`src/rtl/exec_ctrl_if.sv`:
```
// Bus bundle for exec_ctrl: instruction handshake, ALU issue/result, writeback and debug read.
// The slave modport is the controller's view; master is the environment (ALU, fetch, debug).
interface exec_ctrl_if;
    logic [15:0] instr;
    logic        instr_valid;
    logic        instr_ready;
    logic        alu_enable;
    logic [3:0]  opcode;
    logic [15:0] operand_one;
    logic [15:0] operand_two;
    logic [15:0] result;
    logic        alu_done;
    logic        wb_valid;
    logic [2:0]  wb_rd;
    logic [15:0] wb_data;
    logic        illegal;
    logic        busy;
    logic [2:0]  dbg_addr;
    logic [15:0] dbg_data;

    modport master (
        output instr, instr_valid, result, alu_done, dbg_addr,
        input  instr_ready, alu_enable, opcode, operand_one, operand_two,
               wb_valid, wb_rd, wb_data, illegal, busy, dbg_data
    );

    modport slave (
        input  instr, instr_valid, result, alu_done, dbg_addr,
        output instr_ready, alu_enable, opcode, operand_one, operand_two,
               wb_valid, wb_rd, wb_data, illegal, busy, dbg_data
    );
endinterface

```
`src/rtl/exec_ctrl.sv`:
```
// Single-issue execute controller: decodes one instruction, issues it to an external ALU and
// writes the result back into an 8 x 16-bit register file. Optional macro EXEC_CTRL_DIV_ZERO_TRAP_EN.
module exec_ctrl #(
    parameter int NREGS = 8
) (
    input  logic         clk,
    input  logic         reset,
    exec_ctrl_if.slave   bus
`ifdef EXEC_CTRL_DIV_ZERO_TRAP_EN
    ,
    output logic         div_zero
`endif
);

    typedef enum logic [1:0] {IDLE, ISSUE, WAIT, WB} state_t;

    state_t      state;
    state_t      next_state;

    logic [15:0] regs [NREGS];
    logic [3:0]  opcode_q;
    logic [2:0]  rd_q;
    logic [15:0] op_one_q;
    logic [15:0] op_two_q;
    logic [15:0] res_q;

    logic        accept;
    logic        bad_op;
    logic        trap;
    logic        imm_form;
    logic [3:0]  new_opc;

    assign accept   = (state == IDLE) && bus.instr_valid;
    assign new_opc  = bus.instr[15:12];
    assign imm_form = !new_opc[3] && new_opc[0];

    assign bad_op = (opcode_q == 4'b1000) || (opcode_q == 4'b1001) ||
                    (opcode_q == 4'b1010) || (opcode_q == 4'b1111);

`ifdef EXEC_CTRL_DIV_ZERO_TRAP_EN
    assign trap = ((opcode_q == 4'b0110) || (opcode_q == 4'b0111)) && (op_two_q == 16'd0);
`else
    assign trap = 1'b0;
`endif

    always_ff @(posedge clk or posedge reset) begin
        if (reset) begin
            state <= IDLE;
        end else begin
            state <= next_state;
        end
    end

    // Trapped and illegal opcodes drop straight back to IDLE without touching the ALU.
    always_comb begin
        next_state = state;
        unique case (state)
            IDLE:    if (bus.instr_valid) next_state = ISSUE;
            ISSUE:   next_state = (bad_op || trap) ? IDLE : WAIT;
            WAIT:    if (bus.alu_done) next_state = WB;
            WB:      next_state = IDLE;
            default: next_state = IDLE;
        endcase
    end

    always_comb begin
        bus.instr_ready = (state == IDLE);
        bus.busy        = (state != IDLE);
        bus.alu_enable  = (state == ISSUE) && !bad_op && !trap;
        bus.illegal     = (state == ISSUE) && bad_op;
        bus.wb_valid    = (state == WB);
`ifdef EXEC_CTRL_DIV_ZERO_TRAP_EN
        div_zero        = (state == ISSUE) && trap;
`endif
    end

    // Operands are captured at the accept edge so they are valid throughout ISSUE, WAIT and WB.
    always_ff @(posedge clk or posedge reset) begin
        if (reset) begin
            opcode_q <= 4'd0;
            rd_q     <= 3'd0;
            op_one_q <= 16'd0;
            op_two_q <= 16'd0;
            res_q    <= 16'd0;
        end else begin
            if (accept) begin
                opcode_q <= new_opc;
                rd_q     <= bus.instr[11:9];
                op_one_q <= regs[bus.instr[8:6]];
                op_two_q <= imm_form ? {10'd0, bus.instr[5:0]} : regs[bus.instr[5:3]];
            end
            if ((state == WAIT) && bus.alu_done) begin
                res_q <= bus.result;
            end
        end
    end

    // Entry 0 is never written, so it reads as zero without a special read path.
    always_ff @(posedge clk or posedge reset) begin
        if (reset) begin
            for (int i = 0; i < NREGS; i++) begin
                regs[i] <= 16'd0;
            end
        end else if ((state == WB) && (rd_q != 3'd0)) begin
            regs[rd_q] <= res_q;
        end
    end

    assign bus.opcode      = opcode_q;
    assign bus.operand_one = op_one_q;
    assign bus.operand_two = op_two_q;
    assign bus.wb_rd       = rd_q;
    assign bus.wb_data     = res_q;
    assign bus.dbg_data    = regs[bus.dbg_addr];

endmodule

```
`src/flat_wrapper.sv`:
```
// flat-port wrapper written by rule: the top's interface ports become plain ports
module exec_ctrl_flat 
#(
    parameter int NREGS = 8
)
  (clk, reset, bus_instr, bus_instr_valid, bus_result, bus_alu_done, bus_dbg_addr, bus_instr_ready, bus_alu_enable, bus_opcode, bus_operand_one, bus_operand_two, bus_wb_valid, bus_wb_rd, bus_wb_data, bus_illegal, bus_busy, bus_dbg_data);
  exec_ctrl_if bus_i ();
  input  logic clk;
  input  logic reset;
  input wire logic [$bits(bus_i.instr)-1:0] bus_instr;
  input wire logic [$bits(bus_i.instr_valid)-1:0] bus_instr_valid;
  input wire logic [$bits(bus_i.result)-1:0] bus_result;
  input wire logic [$bits(bus_i.alu_done)-1:0] bus_alu_done;
  input wire logic [$bits(bus_i.dbg_addr)-1:0] bus_dbg_addr;
  output wire logic [$bits(bus_i.instr_ready)-1:0] bus_instr_ready;
  output wire logic [$bits(bus_i.alu_enable)-1:0] bus_alu_enable;
  output wire logic [$bits(bus_i.opcode)-1:0] bus_opcode;
  output wire logic [$bits(bus_i.operand_one)-1:0] bus_operand_one;
  output wire logic [$bits(bus_i.operand_two)-1:0] bus_operand_two;
  output wire logic [$bits(bus_i.wb_valid)-1:0] bus_wb_valid;
  output wire logic [$bits(bus_i.wb_rd)-1:0] bus_wb_rd;
  output wire logic [$bits(bus_i.wb_data)-1:0] bus_wb_data;
  output wire logic [$bits(bus_i.illegal)-1:0] bus_illegal;
  output wire logic [$bits(bus_i.busy)-1:0] bus_busy;
  output wire logic [$bits(bus_i.dbg_data)-1:0] bus_dbg_data;
  assign bus_i.instr = bus_instr;
  assign bus_i.instr_valid = bus_instr_valid;
  assign bus_i.result = bus_result;
  assign bus_i.alu_done = bus_alu_done;
  assign bus_i.dbg_addr = bus_dbg_addr;
  assign bus_instr_ready = bus_i.instr_ready;
  assign bus_alu_enable = bus_i.alu_enable;
  assign bus_opcode = bus_i.opcode;
  assign bus_operand_one = bus_i.operand_one;
  assign bus_operand_two = bus_i.operand_two;
  assign bus_wb_valid = bus_i.wb_valid;
  assign bus_wb_rd = bus_i.wb_rd;
  assign bus_wb_data = bus_i.wb_data;
  assign bus_illegal = bus_i.illegal;
  assign bus_busy = bus_i.busy;
  assign bus_dbg_data = bus_i.dbg_data;
  exec_ctrl #(.NREGS(NREGS)) u_core (.clk(clk), .reset(reset), .bus(bus_i));
endmodule
```
`config.mk`:
```
export PLATFORM = sky130hd
export DESIGN_NAME = exec_ctrl_flat
export DESIGN_NICKNAME = d
export VERILOG_FILES = /design/src/rtl/exec_ctrl_if.sv /design/src/rtl/exec_ctrl.sv /design/src/flat_wrapper.sv
export SDC_FILE = /design/constraint.sdc
export NUM_CORES = 1
export LEC_CHECK = 0
export ABC_CLOCK_PERIOD_IN_PS = 7800
export CELL_PAD_IN_SITES_DETAIL_PLACEMENT = 0
export CELL_PAD_IN_SITES_GLOBAL_PLACEMENT = 1
export CORE_UTILIZATION = 47
export DETAILED_ROUTE_END_ITERATION = 8
export HOLD_SLACK_MARGIN = 0.05
export PLACE_DENSITY_LB_ADDON = 0.1
export SKIP_CTS_REPAIR_TIMING = 1
export SYNTH_ARGS = -nofsm -noshare
export SYNTH_HDL_FRONTEND = slang
export SYNTH_SLANG_ARGS = --single-unit
```
`constraint.sdc`:
```
create_clock -name clk -period 7.8 [get_ports clk]
set_clock_uncertainty 0.15 [all_clocks]
set_input_delay 1.56 -clock clk [delete_from_list [all_inputs] [get_ports clk]]
set_output_delay 1.56 -clock clk [all_outputs]
set_load 0.02 [all_outputs]
```
==> impl_metrics.json <==
{
  "outcome": "completed",
  "die_height_um": 146,
  "synth_area_leaders": "dfrtp_1 48%, mux4_2 22%, mux2_2 15%",
  "hold_viol": 0,
  "grt_setup_unrepaired": "false",
  "ant_nets": 0,
  "post-place-ws_ps": 2050,
  "setup_viol": 0,
  "max-vdd-ir-drop_uv": 184,
  "cts_buffers": 17,
  "firstDrtPassIters": 5,
  "power.leakage_nw": 5.06,
  "gp_congestion": 0.754,
  "area_growth_pct": 19.8,
  "start_util_pct": 48.0,
  "fmax_ghz": 0.176,
  "cts.clk_slew.worst_paths_ps": 70,
  "ys_seq_elements": 185,
  "fin_cells": 1016,
  "power.density_nw_per_um2": 354,
  "cts_sinks": 185,
  "grt.total_usage_pct": 23.9,
  "slew_viol_final": 0,
  "worstSetupPathType": "primary input to output port",
  "final_area_um2": 11700,
  "critPathTopFamily": "buffers and inverters",
  "core-area_um2": 20300,
  "syn_area_per_cell_um2": 15.1,
  "num_rows": 52,
  "yosysTopAreaCell": "dfrtp_1",
  "dp_hpwl_um": 14300,
  "htreeDepth": 4,
  "finalSetupTns_ps": 0,
  "cp.required_ps": 6090,
  "regArea_um2": 4630,
  "dpl-instance-area_um2": 11000,
  "dieArea_um2": 21300,
  "critical-path-slowest-cell": "buf_2",
  "fin_crit_ps": 5690,
  "crit_cells": 5,
  "drc": 0,
  "multi_input_area_um2": 4770,
  "ys_types": 32,
  "reg2reg_slack_ps": 5730,
  "fillers": 1642,
  "critPathLaunch": "bus_dbg_addr[0]",
  "slowest_delay_ps": 650,
  "drt_iter0_markers": 410,
  "final_net_count": 774,
  "overflow": 0,
  "drive_gt1_share_pct": 40.9,
  "place_inst": 986,
  "wl_um": 23900,
  "slew_headroom_pct": 42.7,
  "grt_pass1_wl_um": 37900,
  "die_w_um": 146,
  "holdCritPathClass": "register to register",
  "finalWorstSetupSlack_ps": 2110,
  "cts_tree": "built",
  "clk-insertion-delay-late_ps": 430,
  "diodes": 0,
  "min_period_over_period_pct": 73.0,
  "synth_warnings": 0,
  "grt_pass1_vias": 6425,
  "port_buffers": 114,
  "cts_buffer_depth": 2,
  "syn-instance-count": 645,
  "synth_seq_area_share_pct": 47.5,
  "crit_buf_inv": 3,
  "syn_nets": 684,
  "io_pins": 115,
  "crit_chain": "buf_2 -> buf_4 -> mux4_2 -> mux2_2 -> clkdlybuf4s50_1",
  "maxCapViolCount": 0,
  "arrival_ps": 3980,
  "start_kind": "primary input",
  "reg2regPathDepth": 4,
  "tightest_slew_ps": 859,
  "endpoint_kind": "output port",
  "via_count": 6038,
  "antenna_found_initial": 0,
  "yosys.area.top_type_share_pct": 47.5,
  "grt_start_max_net_pins": 77,
  "rr_endpoint": "u_core.bus.operand_two[7]$_DFFE_PP0P_",
  "cp-endpoint": "bus_dbg_data[10]",
  "wire_per_inst_um": 23.5,
  "path_max_fanout": 22,
  "cts-root-buf": "clkbuf_16",
  "fin_total_pwr_mw": 4.14,
  "synth_area_um2": 9740,
  "vias_per_cell": 5.94
}
## power by group
part / total [mW] / internal [mW] / switching [mW]
Clock: 0.950 / 0.583 / 0.367
Sequential: 1.69 / 1.30 / 0.387
Combinational: 1.50 / 0.879 / 0.622
Total: 4.14 / 2.76 / 1.38
## how the worst min path moves through the flow
stage / from / to / slack (ps) / depth (start not counted)
global route: u_core.regs[118]$_DFFE_PP0P_ / u_core.regs[118]$_DFFE_PP0P_ / 280 / 0
floorplan: u_core.regs[112]$_DFFE_PP0P_ / u_core.regs[112]$_DFFE_PP0P_ / 310 / 1
detailed placement: u_core.regs[120]$_DFFE_PP0P_ / u_core.regs[120]$_DFFE_PP0P_ / 260 / 0
finish: u_core.regs[120]$_DFFE_PP0P_ / u_core.regs[120]$_DFFE_PP0P_ / 270 / 0
CTS: u_core.regs[126]$_DFFE_PP0P_ / u_core.regs[126]$_DFFE_PP0P_ / 270 / 0
global placement: u_core.regs[122]$_DFFE_PP0P_ / u_core.regs[122]$_DFFE_PP0P_ / 240 / 0
## layout make-up
class | count | area share [%]
Clock buffer | 19 | 3.88
Clock inverter | 11 | 1.68
Inverter | 6 | 0.236
Multi-Input combinational cell | 392 | 40.8
Sequential cell | 185 | 39.7
Tap cell | 270 | 2.89
Timing Repair Buffer | 133 | 10.8
## flip-flops by register name, indices dropped and copies added (netlist names), named ones only
register and count:
u_core.bus.opcode 4, u_core.bus.operand_one 16, u_core.bus.operand_two 16, u_core.bus.wb_data 16, u_core.bus.wb_rd 3, u_core.regs 128
u_core.state 1
## synthesized netlist by cell type
| cell | instances |
|---|---|
| buf_2 | 24 |
| a21oi_1 | 4 |
| nor3_4 | 2 |
| o31ai_1 | 3 |
| nand3b_1 | 1 |
| nand2_4 | 1 |
| and3_1 | 1 |
| nand2b_1 | 5 |
| nor3b_2 | 1 |
| nor2_2 | 3 |
| or3_1 | 1 |
| nand2_1 | 53 |
| dfrtp_1 | 185 |
| mux4_2 | 96 |
| o21ai_0 | 34 |
| and3b_1 | 3 |
| buf_1 | 4 |
| mux2_2 | 134 |
| mux2i_1 | 32 |
| nand3_4 | 1 |
| nor2b_1 | 1 |
| inv_1 | 5 |
| buf_12 | 1 |
| buf_4 | 8 |
| nor3_2 | 1 |
| or3b_2 | 1 |
| inv_2 | 1 |
| buf_6 | 2 |
| o21a_1 | 1 |
| clkbuf_1 | 23 |
| nor2_1 | 3 |
| mux2_4 | 10 |
## worst register-to-register path, cell delays in order (launching register included)
cell	delay, ps
dfrtp_1	500
nor3b_2	220
buf_4	240
nand2_1	500
o21ai_0	370
## cell usage in the layout, fill, tap and decap left out, drive strengths merged, types with 6 or more instances in the layout
cell type | synthesis | layout
dfrtp | 185 | 185
mux2 | 144 | 144
clkdlybuf4s50 | 0 | 110
mux4 | 96 | 96
nand2 | 54 | 54
o21ai | 34 | 34
mux2i | 32 | 32
buf | 39 | 23
clkbuf | 23 | 19
inv | 6 | 6
nor2 | 6 | 6
## through the flow
stage               hold WS [ps]  utilization (%)
floorplan                    308                -
detailed placement           256             54.3
finish                       269             57.5
global placement             244             54.3
CTS                          271             57.5
global route                 279             57.5
## metal layers
| metal | global-route usage, % | vias up | wire [um] | share of wire (%) |
|---|---|---|---|---|
| met4 | 8.39 | 0 | 452 | 1.9 |
| met2 | 37.9 | 179 | 11600 | 49 |
| met1 | 33.7 | 3211 | 10700 | 45 |
| met5 | 0 | - | 0 | 0 |
| met3 | 3.76 | 31 | 1070 | 4.5 |
| li1 | - | 2617 | - | - |
## logic make-up (layout without fill, tap and decap cells)
logic type | after synthesis | count (layout) | share of synthesized area (%)
DFF | 185 | 185 | 47.5
buffers and inverters | 68 | 169 | 3.56
AOI/OAI and AO/OA | 42 | 42 | 2.26
and+or+nand+nor | 78 | 78 | 4.16
muxes | 272 | 272 | 42.5
(Power assumes the default switching activity.)
